`config.mk`:
```
export PLATFORM = sky130hd
export DESIGN_NAME = mdu_ctrl
export DESIGN_NICKNAME = d
export VERILOG_FILES = /design/src/rtl/mdu_ctrl.sv
export SDC_FILE = /design/constraint.sdc
export NUM_CORES = 1
export LEC_CHECK = 0
export BUFFER_PORTS_ARGS = -buffer_cell sky130_fd_sc_hd__buf_2
export CAP_MARGIN = 0
export CORE_MARGIN = 10
export CORE_UTILIZATION = 45
export DETAILED_ROUTE_END_ITERATION = 8
export PLACE_DENSITY = 0.76
export SLEW_MARGIN = 40
export SYNTH_ARGS = -nofsm -noshare
export SYNTH_HDL_FRONTEND = slang
export SYNTH_SLANG_ARGS = --single-unit
```
`constraint.sdc`:
```
create_clock -name clk -period 1.9 [get_ports clk]
set_input_delay 0.38 -clock clk [delete_from_list [all_inputs] [get_ports clk]]
set_output_delay 0.38 -clock clk [all_outputs]
set_load 0.005 [all_outputs]
```
`src/rtl/mdu_ctrl.sv`:
```
// Sequencer between the RV32IM EX stage and the multi-cycle MDU: latch, issue, stall, write back, drain on flush.
// Optional MDU_DIV_SHORTCUT_EN: divide-by-zero and signed-overflow div/rem retire from IDLE without using the MDU.
module mdu_ctrl #(
    parameter int XLEN = 32
) (
    input  logic            clk,
    input  logic            rst,
    input  logic            ex_valid,
    input  logic [2:0]      ex_op,
    input  logic [XLEN-1:0] ex_rs1,
    input  logic [XLEN-1:0] ex_rs2,
    input  logic [4:0]      ex_rd,
    input  logic            flush,
    output logic            stall,
    output logic            wb_valid,
    output logic [4:0]      wb_rd,
    output logic [XLEN-1:0] wb_data,
    output logic            mdu_valid,
    output logic [2:0]      mdu_op,
    output logic [XLEN-1:0] mdu_rs1,
    output logic [XLEN-1:0] mdu_rs2,
    input  logic [XLEN-1:0] mdu_result,
    input  logic            mdu_ready
);

    typedef enum logic [2:0] {
        S_IDLE  = 3'd0,
        S_ISSUE = 3'd1,
        S_WAIT  = 3'd2,
        S_DRAIN = 3'd3,
        S_DONE  = 3'd4
    } state_t;

    state_t          r_state;
    logic            r_mdu_valid;
    logic            r_wb_pend;
    logic [2:0]      r_op;
    logic [XLEN-1:0] r_rs1;
    logic [XLEN-1:0] r_rs2;
    logic [4:0]      r_rd;
    logic [4:0]      r_wb_rd;
    logic [XLEN-1:0] r_wb_data;
    logic            w_stall;
    logic            w_wb_valid;

`ifdef MDU_DIV_SHORTCUT_EN
    localparam logic [XLEN-1:0] L_ZERO = {XLEN{1'b0}};
    localparam logic [XLEN-1:0] L_ONES = {XLEN{1'b1}};
    localparam logic [XLEN-1:0] L_MIN  = {1'b1, {(XLEN-1){1'b0}}};

    // Div/rem cases whose architectural result is fixed and needs no MDU cycles.
    function automatic logic div_special(input logic [2:0] op,
                                         input logic [XLEN-1:0] a,
                                         input logic [XLEN-1:0] b);
        logic by_zero;
        logic ovf;
        by_zero = op[2] && (b == L_ZERO);
        ovf     = op[2] && !op[0] && (a == L_MIN) && (b == L_ONES);
        return by_zero || ovf;
    endfunction

    function automatic logic [XLEN-1:0] div_special_result(input logic [2:0] op,
                                                           input logic [XLEN-1:0] a,
                                                           input logic [XLEN-1:0] b);
        logic [XLEN-1:0] res;
        if (b == L_ZERO) begin
            res = op[1] ? a : L_ONES;
        end else begin
            res = op[1] ? L_ZERO : L_MIN;
        end
        return res;
    endfunction

    logic            w_shortcut;
    logic [XLEN-1:0] w_shortcut_data;

    // Classify the EX operands for the fixed-result path.
    always_comb begin
        w_shortcut      = div_special(ex_op, ex_rs1, ex_rs2);
        w_shortcut_data = div_special_result(ex_op, ex_rs1, ex_rs2);
    end
`endif

    // Sequencer state, latched operands and registered MDU/writeback outputs.
    always_ff @(posedge clk) begin
        if (rst) begin
            r_state     <= S_IDLE;
            r_mdu_valid <= 1'b0;
            r_wb_pend   <= 1'b0;
            r_op        <= 3'd0;
            r_rs1       <= {XLEN{1'b0}};
            r_rs2       <= {XLEN{1'b0}};
            r_rd        <= 5'd0;
            r_wb_rd     <= 5'd0;
            r_wb_data   <= {XLEN{1'b0}};
        end else begin
            r_mdu_valid <= 1'b0;
            r_wb_pend   <= 1'b0;
            case (r_state)
                S_IDLE: begin
                    if (ex_valid && !flush) begin
                        r_op  <= ex_op;
                        r_rs1 <= ex_rs1;
                        r_rs2 <= ex_rs2;
                        r_rd  <= ex_rd;
`ifdef MDU_DIV_SHORTCUT_EN
                        if (w_shortcut) begin
                            r_wb_data <= w_shortcut_data;
                            r_wb_rd   <= ex_rd;
                            r_wb_pend <= 1'b1;
                            r_state   <= S_DONE;
                        end else begin
                            r_mdu_valid <= 1'b1;
                            r_state     <= S_ISSUE;
                        end
`else
                        r_mdu_valid <= 1'b1;
                        r_state     <= S_ISSUE;
`endif
                    end else begin
                        r_state <= S_IDLE;
                    end
                end
                // A ready seen alongside the start pulse is not a completion.
                S_ISSUE: begin
                    r_state <= flush ? S_DRAIN : S_WAIT;
                end
                S_WAIT: begin
                    if (flush) begin
                        r_state <= mdu_ready ? S_IDLE : S_DRAIN;
                    end else if (mdu_ready) begin
                        r_wb_data <= mdu_result;
                        r_wb_rd   <= r_rd;
                        r_wb_pend <= 1'b1;
                        r_state   <= S_DONE;
                    end else begin
                        r_state <= S_WAIT;
                    end
                end
                S_DRAIN: begin
                    r_state <= mdu_ready ? S_IDLE : S_DRAIN;
                end
                S_DONE: begin
                    r_state <= S_IDLE;
                end
                default: begin
                    r_state <= S_IDLE;
                end
            endcase
        end
    end

    // Front-end hold; DRAIN only stalls when a new instruction is waiting behind it.
    always_comb begin
        w_stall = 1'b0;
        case (r_state)
            S_IDLE:  w_stall = ex_valid && !flush;
            S_ISSUE: w_stall = 1'b1;
            S_WAIT:  w_stall = 1'b1;
            S_DRAIN: w_stall = ex_valid;
            S_DONE:  w_stall = 1'b0;
            default: w_stall = 1'b0;
        endcase
    end

    // A flush landing on the writeback cycle kills the strobe.
    always_comb begin
        if (flush) begin
            w_wb_valid = 1'b0;
        end else begin
            w_wb_valid = r_wb_pend;
        end
    end

    assign stall     = w_stall;
    assign wb_valid  = w_wb_valid;
    assign wb_rd     = r_wb_rd;
    assign wb_data   = r_wb_data;
    assign mdu_valid = r_mdu_valid;
    assign mdu_op    = r_op;
    assign mdu_rs1   = r_rs1;
    assign mdu_rs2   = r_rs2;

endmodule
```
==> results of run 1 <==
-- stage by stage --
stage	hold slack [ps]	power [mW]	setup slack (ps)
after global placement	454	3.24	258
after floorplan	458	2.99	587
final	232	6.27	183
after global routing	219	6.52	72.1
after detailed placement	457	3.27	180
after CTS	211	6.37	64.5
-- how the worst max path moves through the flow --
| stage | startpoint | to | depth (start not counted) |
|---|---|---|---|
| after floorplan | flush | mdu_op[0]$_SDFFE_PP0P_ | 5 |
| after global placement | flush | mdu_rs1[22]$_SDFFE_PP0P_ | 6 |
| after detailed placement | flush | mdu_rs2[7]$_SDFFE_PP0P_ | 6 |
| after CTS | r_state[0]$_SDFF_PP0_ | stall | 3 |
| after global routing | r_state[1]$_SDFF_PP0_ | stall | 3 |
| final | r_state[1]$_SDFF_PP0_ | stall | 3 |
-- flip-flops by register name (all words and copies together) (netlist names) --
name,cells
r_rd,5
r_state,3
mdu_rs2,32
wb_rd,5
wb_data,32
mdu_op,3
mdu_rs1,32
mdu_valid,1
r_wb_pend,1
-- per-layer routing --
metal	up-vias	track usage (%)	part of all wire, %
met2	125	28.0	52
met1	1800	16.0	37
met5	-	0	0
met3	17	7.41	9.1
li1	2006	-	-
met4	0	6.36	1.6
-- layout make-up --
cell class	instances	area, um^2	share of cell area (%)
multi-input cells	342	2570	37.7
flip-flops and latches	114	2280	33.5
repair buffers	223	1200	17.6
diodes	1	2.50	0.0367
clock buffers	19	443	6.50
clock inverters	13	138	2.02
well taps	140	175	2.57
-- cells by family after synthesis --
logic type / after synthesis / share of synthesized area (%)
AND/OR/NAND/NOR: 230 / 28.4
buffers and inverters: 37 / 4.98
flip-flops: 114 / 44.8
AO/OA/AOI/OAI: 3 / 0.417
multiplexers: 109 / 21.4
-- synthesized netlist by cell type (2+ instances only) --
cell type	number	area, um^2
buf_6	4	45.0
nand2_1	2	7.51
nand2b_1	214	1340
mux2i_1	109	1090
clkbuf_1	23	86.3
dfxtp_1	114	2280
nor2_1	4	15.0
nor2b_1	2	12.5
buf_8	7	105
-- power breakdown --
group          switching, mW  leakage [nW]  internal (mW)
sequential            0.0581         0.927           2.50
clock                   1.11         0.267           1.96
combinational          0.287          1.86          0.362
-- timing repair --
item / 4_1_cts / 5_1_grt
endpoints found under the setup margin: 0 / 1
gates resized for setup: 0 / 1
setup buffers: 0 / 0
-- critical path: cells and delay by family (launching register included) --
kind	cells	cell delay [ps]
AOI/OAI and AO/OA	1	260
buffers and inverters	1	160
DFF	1	410
and+or+nand+nor	1	100
==> flow_summary_export.csv, run 1 <==
group,metric,value,unit
grt,grt_pass1_wl,20.8,mm
synthesis,async_flop_share,0,%
worst_setup_path,crit_arrival,1340,ps
grt,antenna_found_initial,0,
clock_tree,hold_buffers,0,
worst_setup_path,cp-end-kind,"output pin",
placement,io_buffer_count,215,
worst_setup_path,reg2regPathDepth,4,
clock_tree,cts_tree,"done",
timing,slew_viol_final,0,
layout,nNetsFinal,807,
clock_tree,clockBufferDepth,2,
die,rows,38,
hold_path,hold_depth,3,
clock_tree,clk_latency,400,ps
clock_tree,htreeDepth,4,
worst_setup_path,r2r-end,"mdu_rs2[29]$_SDFFE_PP0P_",
timing,fin_crit,1720,ps
worst_setup_path,cp_cell_sequence,"nor2_1 -> a211oi_1 -> buf_2",
synthesis,synthesis.area,5100,um^2
die,fp.dieArea,16000,um^2
worst_setup_path,max_stage_delay,410,ps
pwr,powerDensity,921,nW/um^2
clock_tree,cts_sinks,114,
routing,num_vias,3948,
run,maxCapViolations,0,
worst_setup_path,crit_required,1520,ps
placement,place_congestion,0.708,
placement,placed_area,6230,um^2
clock_tree,clkSlewWorstSetupHoldPaths,60,ps
clock_tree,clockRootBuffer,"clkbuf_16",
synthesis,synth_nets,602,
grt,grt_usage,15.9,%
timing,rsz0062_at_grt,"no",
timing,hold_viol,0,
timing,fin_crit_sh,90.4,%
layout,stdcell_count,852,
layout,fin_area,6810,um^2
die,ioPinCount,216,
routing,first_pass_iters,4,
routing,drc,0,
synthesis,synth_cell_types,23,
layout,drive_gt1_share,36.4,%
grt,overflow,0,
worst_setup_path,crit_type,"reg -> out",
layout,layout_common_cells,"214 x nand2b_1, 214 x buf_2, 113 x dfxtp_1",
worst_setup_path,slowest_stage,"dfxtp_1",
timing,slew_headroom,73.8,%
synthesis,synth_seq_cells,114,
synthesis,ys_seq_area_share,44.8,%
routing,avgRoutedWirePerCell,15.5,um
timing,clock_skew,9.11,ps
synthesis,avgSynthCellArea,10.3,um^2
grt,grt_max_degree,72,
routing,drt_wl_total,13.2,mm
routing,vias_per_cell,4.63,
synthesis,synth_edf_count,0,
die,die_w,126,um
hold_path,worstHoldPathType,"in -> reg",
pwr,p_leak,3.05,nW
run_status,status,"finished, final reports clean",
die,die_h,126,um
worst_setup_path,worstSetupStartpointType,"flop",
worst_setup_path,r2r-start,"r_state[2]$_SDFF_PP0_",
worst_setup_path,regToRegSetupSlack,360,ps
layout,finish.utilization,62.0,%
synthesis,synth_ff_type,"dfxtp_1",
synthesis,synth-warning-count,0,
synthesis,syn_inst,493,
routing,drt_iter0_drc,181,
hold_path,worstHoldStart,"ex_rs1[27]",
placement,dp.cells,819,
layout,layout-area-overhead-vs-synth,33.6,%
placement,dp.final_hpwl,10.0,mm
grt,grt_pass1_vias,4202,
routing,ant_nets,0,
timing,fmax,582,MHz
worst_setup_path,crit_fanout,6,
die,core_area,11000,um^2
timing,worst_pin_slew,393,ps
clock_tree,numCtsBuffers,17,
timing,fin_setup_tns,0,ps
pwr,ir_drop,0.000464,V
timing,finalSetupViolCount,0,
hold_path,holdPathEnd,"mdu_rs1[27]$_SDFFE_PP0P_",
layout,fill_cells,955,
die,start_util,46.4,%
No activity file was read; power rests on OpenSTA's default activity.
==> run 2: changes to the inputs <==
--- a/config.mk
+++ b/config.mk
@@ -7,10 +7,12 @@
 export LEC_CHECK = 0
 export BUFFER_PORTS_ARGS = -buffer_cell sky130_fd_sc_hd__buf_2
 export CAP_MARGIN = 0
+export CELL_PAD_IN_SITES_DETAIL_PLACEMENT = 1
+export CELL_PAD_IN_SITES_GLOBAL_PLACEMENT = 1
 export CORE_MARGIN = 10
-export CORE_UTILIZATION = 45
+export CORE_UTILIZATION = 35
 export DETAILED_ROUTE_END_ITERATION = 8
-export PLACE_DENSITY = 0.76
+export PLACE_DENSITY_LB_ADDON = 0.1
 export SLEW_MARGIN = 40
 export SYNTH_ARGS = -nofsm -noshare
 export SYNTH_HDL_FRONTEND = slang
==> run 2 against run 1 <==
Compared with the run above:
- routed wire length is 8.1% higher
- sequential cell count stayed put
- sequential share of layout area is 0.098 points lower
- worst setup slack worse by 1.8 ps
- clock power is 10% lower
- combinational power is 2% higher
- register-to-register slack better by 50 ps
- global-route usage is 1.6 points lower
- non-clock buffer count is 2 higher
- first-iteration DRC count is 67% lower
- critical path type unchanged
- critical endpoint unchanged
==> flow_summary_export.csv, run 2 (synthesis gave the netlist of run 1 again) <==
group,metric,value,unit
pwr,p_leak,3.06,nW
hold_path,worstHoldPathType,"in -> reg",
placement,place_congestion,0.716,
placement,placed_area,6310,um^2
timing,slew_headroom,67.8,%
routing,num_vias,4041,
clock_tree,clockBufferDepth,2,
pwr,p_switching,1.38,mW
worst_setup_path,r2r-start,"r_state[0]$_SDFF_PP0_",
worst_setup_path,slowest_stage,"dfxtp_1",
timing,finalSetupViolCount,0,
worst_setup_path,reg2regPathDepth,3,
timing,fin_crit,1720,ps
grt,grt_pass1_wl,23.0,mm
grt,antenna_found_initial,1,
layout,finish.utilization,47.4,%
layout,layout-area-overhead-vs-synth,34.0,%
hold_path,hold_depth,3,
layout,register_area,2280,um^2
routing,avgRoutedWirePerCell,15.9,um
clock_tree,cts_sinks,114,
worst_setup_path,max_stage_delay,410,ps
die,rows,44,
routing,drt_wl_total,14.3,mm
die,core_area,14400,um^2
run_status,status,"finished, final reports clean",
grt,overflow,0,
die,ioPinCount,216,
clock_tree,clockRootBuffer,"clkbuf_16",
hold_path,holdPathEnd,"wb_data[31]$_SDFFE_PP0P_",
die,start_util,35.3,%
pwr,fin_total_pwr,5.98,mW
routing,first_pass_iters,4,
placement,io_buffer_count,215,
routing,ant_nets,0,
clock_tree,hold_buffers,0,
layout,fin_area,6830,um^2
worst_setup_path,r2r-end,"mdu_rs1[25]$_SDFFE_PP0P_",
worst_setup_path,cp-end-kind,"output pin",
clock_tree,numCtsBuffers,17,
worst_setup_path,cp_cell_sequence,"nor2_1 -> a211oi_1 -> buf_2",
grt,grt_pass1_vias,4544,
timing,rsz0062_at_grt,"no",
pwr,p_int,4.60,mW
worst_setup_path,regToRegSetupSlack,410,ps
die,die_w,141,um
timing,clock_skew,6.41,ps
pwr,p_comb_share,11.1,%
die,die_h,141,um
clock_tree,htreeDepth,4,
pwr,clock_power_share,46.1,%
layout,layout_common_cells,"214 x nand2b_1, 214 x buf_2, 113 x dfxtp_1",
layout,fill_cells,1722,
grt,grt_max_degree,59,
layout,nNetsFinal,809,
timing,slew_viol_final,0,
timing,timing.hold.ws,230,ps
clock_tree,cts_tree,"done",
routing,vias_per_cell,4.50,
die,fp.dieArea,19800,um^2
timing,fmax,582,MHz
clock_tree,clkSlewWorstSetupHoldPaths,50,ps
layout,drive_gt1_share,36.1,%
timing,fin_crit_sh,90.5,%
worst_setup_path,crit_type,"reg -> out",
worst_setup_path,worstSetupStartpointType,"flop",
placement,dp.final_hpwl,10.8,mm
grt,grt_usage,14.3,%
timing,fin_setup_tns,0,ps
worst_setup_path,crit_required,1520,ps
timing,worst_pin_slew,483,ps
routing,drc,0,
pwr,powerDensity,875,nW/um^2
worst_setup_path,crit_fanout,6,
pwr,p_sw_share,23.0,%
clock_tree,clk_latency,400,ps
routing,drt_iter0_drc,60,
layout,multi_input_area,2570,um^2
timing,hold_viol,0,
worst_setup_path,crit_arrival,1340,ps
run,maxCapViolations,0,
hold_path,worstHoldStart,"mdu_result[31]",
pwr,seqPwrFrac,42.8,%
pwr,ir_drop,0.000524,V
## run 2: cell types whose count changed in the layout (fill, tap and decap cells not counted), sizes merged
cell      change
buf           +2
bufinv        -2
clkbuf        +4
clkinv        +2
clkinvlp      -6
diode         +2
## run 2: repair_timing
action | in CTS | in global routing
buffers inserted | 0 | 0
resized for setup | 0 | 1
endpoints found under the setup margin | 0 | 1
## run 2: final cells by class
cell class | count | area share (%)
Timing Repair Buffer | 225 | 18.0
Antenna cell | 3 | 0.110
Clock inverter | 7 | 0.513
Clock buffer | 23 | 7.00
Tap cell | 184 | 3.37
Multi-Input combinational cell | 342 | 37.6
Sequential cell | 114 | 33.4
## run 2: worst max-delay path by stage
| stage | from | endpoint | slack [ps] | cells past startpoint |
|---|---|---|---|---|
| finish | r_state[1]$_SDFF_PP0_ | stall | 180 | 3 |
| global route | r_state[1]$_SDFF_PP0_ | stall | 1 | 3 |
| CTS | r_state[0]$_SDFF_PP0_ | stall | 50 | 3 |
| detailed placement | flush | mdu_rs1[25]$_SDFFE_PP0P_ | 170 | 5 |
| global placement | flush | mdu_rs1[22]$_SDFFE_PP0P_ | 280 | 5 |
| floorplan | flush | mdu_op[0]$_SDFFE_PP0P_ | 590 | 5 |
## run 2: power groups by stage
stage | Clock [mW] | Combinational (mW) | Sequential [mW]
after detailed placement | 0 | 0.679 | 2.61
after floorplan | 0 | 0.382 | 2.61
final | 2.76 | 0.663 | 2.56
after global routing | 2.97 | 0.739 | 2.57
after CTS | 2.86 | 0.682 | 2.56
after global placement | 0 | 0.657 | 2.60
## run 2: critical path, delay by kind of cell, from the launching register on
kind                   cells  cell delay, ps
AND/OR/NAND/NOR            1             110
AO/OA/AOI/OAI              1             250
buffers and inverters      1             170
flip-flops                 1             410
## run 2: through the flow
stage	worst slack [ps]	cells
after floorplan	587	493
after global placement	280	865
after detailed placement	173	865
after CTS	45.6	895
after global routing	1.47	895
final	181	898
## run 2: layer usage
layer,global-route usage [%],vias to the layer above,wire [um]
met5,0,-,0
met4,5.43,0,240
met3,7.05,15,1310
met2,23.8,133,6950
met1,15.2,1887,5780
li1,-,2006,-
